File: config.mk
export PLATFORM = sky130hd
export DESIGN_NAME = fetch_unit
export DESIGN_NICKNAME = d
export VERILOG_FILES = /design/src/rtl/fetch_unit.sv
export SDC_FILE = /design/constraint.sdc
export NUM_CORES = 1
export LEC_CHECK = 0
export CORE_MARGIN = 2
export CORE_UTILIZATION = 44
export CTS_BUF_LIST = sky130_fd_sc_hd__clkbuf_4
export DETAILED_ROUTE_END_ITERATION = 6
export GPL_TIMING_DRIVEN = 0
export PLACE_DENSITY_LB_ADDON = 0.3
export SKIP_LAST_GASP = 1
export SYNTH_ARGS = -nofsm -noshare
export SYNTH_HDL_FRONTEND = slang
export SYNTH_SLANG_ARGS = --single-unit
File: constraint.sdc
create_clock -name clock -period 2.2 [get_ports clock]
set_input_delay 0.22 -clock clock [delete_from_list [all_inputs] [get_ports clock]]
set_output_delay 0.22 -clock clock [all_outputs]
set_load 0.005 [all_outputs]
File: src/rtl/fetch_unit.sv
// Instruction fetch sequencer: issues one-cycle reads to a 16x8 registered RAM,
// captures the byte and holds it until accepted. Optional macro FETCH_COUNT_EN adds fetch_count.
module fetch_unit #(
    parameter logic [3:0] RESET_PC = 4'h0
) (
    input  logic       clock,
    input  logic       reset_n,
    input  logic       start,
    input  logic       jump_en,
    input  logic [3:0] jump_addr,
    input  logic       instr_ready,
    output logic       instr_valid,
    output logic [7:0] instr,
    output logic [3:0] instr_addr,
    output logic [3:0] mem_address,
    output logic       mem_rd,
    output logic       mem_we,
    output logic [7:0] mem_data_in,
    input  logic [7:0] mem_data_out
`ifdef FETCH_COUNT_EN
    ,
    output logic [7:0] fetch_count
`endif
);

    typedef enum logic [1:0] {IDLE, ISSUE, CAPTURE, HOLD} state_t;

    state_t     state_q, state_d;
    logic [3:0] pc_q, pc_d;
    logic [3:0] addr_q, addr_d;
    logic [3:0] iaddr_q, iaddr_d;
    logic [7:0] instr_q, instr_d;
    logic       rd_q, rd_d;
    logic       valid_q, valid_d;
    logic       armed_q;

    always_ff @(posedge clock or negedge reset_n) begin
        if (!reset_n) begin
            state_q <= IDLE;
            pc_q    <= RESET_PC;
            addr_q  <= RESET_PC;
            iaddr_q <= 4'h0;
            instr_q <= 8'h00;
            rd_q    <= 1'b0;
            valid_q <= 1'b0;
            armed_q <= 1'b0;
        end else begin
            state_q <= state_d;
            pc_q    <= pc_d;
            addr_q  <= addr_d;
            iaddr_q <= iaddr_d;
            instr_q <= instr_d;
            rd_q    <= rd_d;
            valid_q <= valid_d;
            armed_q <= 1'b1;
        end
    end

    always_comb begin
        state_d = state_q;
        pc_d    = pc_q;
        instr_d = instr_q;
        iaddr_d = iaddr_q;
        case (state_q)
            IDLE: begin
                if (jump_en)
                    pc_d = jump_addr;
                else if (start && armed_q)
                    state_d = ISSUE;
            end
            ISSUE: begin
                // A jump while the read strobe is up leaves a one-cycle bubble in ISSUE
                // so the re-issue never follows a strobe back to back.
                if (jump_en)
                    pc_d = jump_addr;
                else if (rd_q)
                    state_d = CAPTURE;
            end
            CAPTURE: begin
                if (jump_en) begin
                    pc_d    = jump_addr;
                    state_d = ISSUE;
                end else begin
                    instr_d = mem_data_out;
                    iaddr_d = pc_q;
                    state_d = HOLD;
                end
            end
            HOLD: begin
                if (jump_en) begin
                    pc_d    = jump_addr;
                    state_d = ISSUE;
                end else if (instr_ready) begin
                    pc_d    = pc_q + 4'd1;
                    state_d = start ? ISSUE : IDLE;
                end
            end
            default: state_d = IDLE;
        endcase
        rd_d    = (state_d == ISSUE) && !rd_q;
        addr_d  = rd_d ? pc_d : addr_q;
        valid_d = (state_d == HOLD);
    end

    assign instr_valid = valid_q;
    assign instr       = instr_q;
    assign instr_addr  = iaddr_q;
    assign mem_address = addr_q;
    assign mem_rd      = rd_q;
    assign mem_we      = 1'b0;
    assign mem_data_in = 8'h00;

`ifdef FETCH_COUNT_EN
    logic [7:0] count_q;

    // Jump together with ready still retires the held instruction.
    always_ff @(posedge clock or negedge reset_n) begin
        if (!reset_n)
            count_q <= 8'h00;
        else if (state_q == HOLD && instr_ready && count_q != 8'hFF)
            count_q <= count_q + 8'd1;
    end

    assign fetch_count = count_q;
`endif

endmodule

# Word-level counts from Yosys, hierarchy flattened

Cells that the tools add are included.

$add $sub $neg: 1
Multiply operators: 0
Divide/modulo/power cells: 0
Order comparisons: 0
Equality and inequality tests: 5
Shift operators: 0
Multiplexer cells: 13
Bitwise gates (word level): 1
Reductions and logical operators: 6

Operators by type and width:

| operator                                      | number |
|---|---|
| two-way mux 2 bit                             | 7 |
| two-way mux 4 bit                             | 3 |
| one-hot mux 2 bit (4 select lines)            | 1 |
| one-hot mux 4 bit (2 select lines)            | 1 |
| == test 2 bit, second input constant          | 3 |
| adder 4 x 1 -> 4 bit, second input constant   | 1 |
| == test 2 x 1 -> 1 bit, second input constant | 2 |
| OR reduction 3 bit                            | 1 |
| logical AND 1 bit                             | 2 |
| logical NOT 2 bit                             | 1 |
| AND reduction 2 bit                           | 1 |
| logical NOT 1 bit                             | 1 |
| two-way mux 1 bit                             | 1 |
| NOT 1 bit                                     | 1 |

Flip-flop bits (word level): 25
Latch bits: 0
RAM bits: 0
ROM bits: 0
Bits of input ports: 17
Logic and storage cells: 34
Memories: 0

# Logic depth before layout (Yosys ltp)

Word-level depth: 6
Depth in mapped cells: 6
Depth with buffers taken out: 5

# Least setup slack after synthesis

Ideal clock, no wire load.

Path kind: register to register
Start: reg state_q[0]
End: reg addr_q[0] (netlist: mem_address[0])
Setup time: 125 ps
Arrival time: 1549 ps
Data required time: 2075 ps
Slack: 526 ps
Cell stages (with the launch flop): 7
Clock period less this slack: 1674 ps
Cells stage by stage: dfrtp_1 buf_2 and4bb_1 a211oi_1 or3_1 buf_6 mux2_4

Longest elaborated chain between the ends: 5
Elaborated cells between the ends (all ways): 15

RTL lines:

| element                                     | RTL line   | text |
|---|---|---|
| from (decl)                                 | 28         | `state_t state_q, state_d;` |
| from (signal assigned)                      | 48         | `state_q <= state_d;` |
| two-way mux 2 bit, on equally long branches | 93, 68, 76 |  |
| two-way mux 2 bit, on equally long branches | 90, 66, 74 |  |
| one-hot mux 2 bit (4 select lines)          | 64         | `case (state_q)` |
| == test 2 x 1 -> 1 bit                      | 100        | `rd_d = (state_d == ISSUE) && !rd_q;` |
| logical AND 1 bit                           | 100        |  |
| to (signal assigned)                        | 50         | `addr_q <= addr_d;` |
| to (decl)                                   | 30         | `logic [3:0] addr_q, addr_d;` |

Parallel ways exist; a longest one is shown, timed or not.
A chain may end at the register's enable or synchronous reset.

# Worst setup path in the final report

Start: reg state_q[0]
End: reg addr_q[1] (netlist: mem_address[1])

The elaborated chain is that of the path after synthesis.

==> run_results.csv <==
group,metric,value,unit
die,start_util,0.457,
timing,rsz0062_at_grt,"false",
die,fp.dieArea,2970,um^2
drt,drt-initial-drc-count,4,
yosys,synth_cell_type_count,24,
run,cap_violations,0,
global_route,grt_pass1_wl,2.97,mm
yosys,syn_area,1120,um^2
global_route,antenna_found_initial,0,
cts,cts-resized-gates,0,
place,dp_cells,160,
yosys,synth_top_flop_cell,"dfrtp_1",
worst_setup_path,required,2.40,ns
power,p_leak,0.716,nW
die,rows,18,
cts,cts_max_path_buffers,2,
finish,final_cells,164,
yosys,synth_area_per_cell,12.6,um^2
drt,wl_per_cell,11.6,um
cts,path_clk_slew,0.13,ns
timing,skew,0.00563,ns
yosys,ys.warnings.count,0,
power,powerDensity,1100,nW/um^2
worst_setup_path,worst-setup-path-type,"flop to flop",
worst_setup_path,path_cells,"buf_2, and4bb_1, a211oi_1, or3_1, buf_6, mux2_4",
timing,finalCritPeriodShare,0.803,
worst_setup_path,r2r_start,"state_q[0]$_DFF_PN0_",
timing,tns,0,ns
finish,drive_gt1_frac,0.246,
timing,setup_viol,0,
finish,final_cell_area,1550,um^2
run_status,status,"completed",
worst_setup_path,timing.rr.end,"mem_address[1]$_DFFE_PN0P_",
die,coreArea,2450,um^2
worst_setup_path,cp-endpoint,"mem_address[1]$_DFFE_PN0P_",
timing,final-max-slew-violation-count,0,
place,postPlaceCellArea,1520,um^2
cts,h-tree-depth,1,
drt,via_per_inst,4.65,
worst_setup_path,crit_family,"simple AND/OR/NAND/NOR gates",
place,gp_congestion,0.663,
worst_setup_path,cp-startpoint,"state_q[0]$_DFF_PN0_",
drt,antenna_left,0,
cts,root_buffer,"clkbuf_4",
worst_setup_path,crit_fanout,9,
die,die_y,54.5,um
global_route,grt_use_total,0.136,
worst_setup_path,reg2reg_slack,0.43,ns
timing,fmax,566,MHz
global_route,grt_pass1_vias,699,
cts,cts_tree,"yes",
timing,fin_crit,1.77,ns
finish,nets,153,
worst_setup_path,slowest_delay,0.38,ns
yosys,synth_seq_area_share,0.557,
timing,worst_pin_slew,1.07,ns
cts,insertion_delay,0.31,ns
min_path,worst_hold_path_type,"input pin to flop",
worst_setup_path,crit_arrival,1.97,ns
timing,slew_headroom,0.287,
place,place_hpwl,1.48,mm
global_route,overflow,0,
finish,syn2layout_area_growth,37.9,%
drt,dr.pass1.iters,3,
yosys,syn_inst,89,
worst_setup_path,worst-path-buf-inv,2,
cts,clock-sinks,25,
die,io_pins,44,
die,die_w,54.5,um
power,ir_drop,0.738,mV
cts,cts_buffers,3,
yosys,synth_edf_count,0,
yosys,async_flop_share,1.00,
yosys,ys_seq_elements,25,
cts,postCtsSetupBuffers,0,
timing,hold_viol,0,
worst_setup_path,reg2regPathDepth,6,
finish,diodes,0,
drt,drcViolationCount,0,
place,port_buffers,33,
finish,nFillCells,202,
worst_setup_path,cp_slowest_cell,"dfrtp_1",
worst_setup_path,cp-end-kind,"flop",
worst_setup_path,path_depth,6,
cts,cts_hold_buf,0,
drt,vias,762,
global_route,grt_max_degree,26,
drt,wirelength,1.90,mm
worst_setup_path,cp-start-kind,"flop",
[Yosys cell counts (all sizes together), types with 2 or more instances]
master  instances  area, um^2
dfrtp          25         626
mux2           16         195
buf            13         100
nand2           4        15.0
nor2            4        15.0
a21oi           3        15.0
o21ai           3        15.0
a31oi           2        12.5
conb            2        7.51
inv             2        7.51
nand2b          2        12.5
nand3           2        10.0
or3             2        12.5
xor2            2        17.5
[placed cells by master, fill, tap and decap left out]
| master | netlist | routed |
|---|---|---|
| a21oi_1 | 3 | 3 |
| nand2b_1 | 2 | 2 |
| mux2_2 | 12 | 12 |
| nand4_1 | 1 | 1 |
| dfrtp_1 | 25 | 25 |
| nor2_1 | 4 | 4 |
| buf_4 | 9 | 9 |
| nand3_1 | 2 | 2 |
| o21ai_0 | 3 | 3 |
| and4bb_1 | 1 | 1 |
| nor3_1 | 1 | 1 |
| a211oi_1 | 1 | 1 |
| a31oi_1 | 2 | 2 |
| conb_1 | 2 | 10 |
| mux2i_1 | 1 | 1 |
| nand3b_1 | 1 | 1 |
| mux2_4 | 4 | 4 |
| xor2_1 | 2 | 2 |
| inv_1 | 2 | 2 |
| nand2_1 | 4 | 4 |
| buf_2 | 2 | 2 |
| clkinv_2 | 0 | 1 |
| ha_1 | 1 | 1 |
| or3_1 | 2 | 2 |
| clkbuf_4 | 0 | 3 |
| buf_6 | 2 | 2 |
| clkdlybuf4s50_1 | 0 | 33 |
[cells by family after synthesis]
group / synth area share
flops: 0.557
simple gates: 0.0858
mux: 0.183
buf+inv: 0.0959
compound gates: 0.0446
other cells: 0.00669
xor+xnor: 0.0156
fa+ha+maj: 0.0111
[layout make-up]
type,instances,area [um^2],area share
clock buffer,3,22.5,0.0146
inverter,2,7.51,0.00485
clock inverter,1,5.00,0.00323
sequential,25,626,0.404
timing repair buffer,33,330,0.213
buffer,13,100,0.0647
tap,30,37.5,0.0243
multi-input combinational,57,419,0.271
[worst min-delay path by stage]
stage	start	to	slack, ns	cells after the start
after floorplan	reset_n	armed_q$_DFF_PN0_	-0.08	0
after global placement	jump_en	state_q[1]$_DFF_PN0_	0.41	2
after detailed placement	jump_en	state_q[1]$_DFF_PN0_	0.42	2
after CTS	jump_en	state_q[1]$_DFF_PN0_	0.06	2
after global routing	jump_en	state_q[1]$_DFF_PN0_	0.06	2
final	jump_en	state_q[1]$_DFF_PN0_	0.07	2
[worst reg2reg max path: stages (launching register included)]
cell and delay (ns):
dfrtp_1 0.38, buf_2 0.16, and4bb_1 0.26, a211oi_1 0.06
or3_1 0.37, buf_6 0.15, mux2_4 0.29
[state kept, by name, summed over array words and instances (netlist names)]
| register | flops |
|---|---|
| state_q | 2 |
| mem_rd | 1 |
| instr | 8 |
| pc_q | 4 |
| instr_valid | 1 |
| instr_addr | 4 |
| mem_address | 4 |
| armed_q | 1 |
[metrics by stage]
stage / hold slack (ns) / utilization / total power, mW / setup WS [ns]
after floorplan: -0.0756 / - / 1.12 / 0.526
after global placement: 0.413 / 0.619 / 1.50 / 0.295
after detailed placement: 0.417 / 0.619 / 1.52 / 0.298
after CTS: 0.0648 / 0.630 / 1.73 / 0.423
after global routing: 0.0572 / 0.630 / 1.83 / 0.364
final: 0.0747 / 0.630 / 1.70 / 0.433
[where the power goes]
group	switching (mW)	leakage [nW]	internal (mW)
clock	0.129	0.0177	0.0678
sequential	0.0955	0.304	0.638
combinational	0.241	0.394	0.531
[per-layer routing]
metal,vias to the layer above,GRT usage,wire length (um)
met5,-,0,0
met4,0,0.0250,0
met3,0,0.0437,201
met2,34,0.233,858
met1,353,0.170,842
li1,375,-,-
Note: power is estimated with default switching activity, not from simulation.
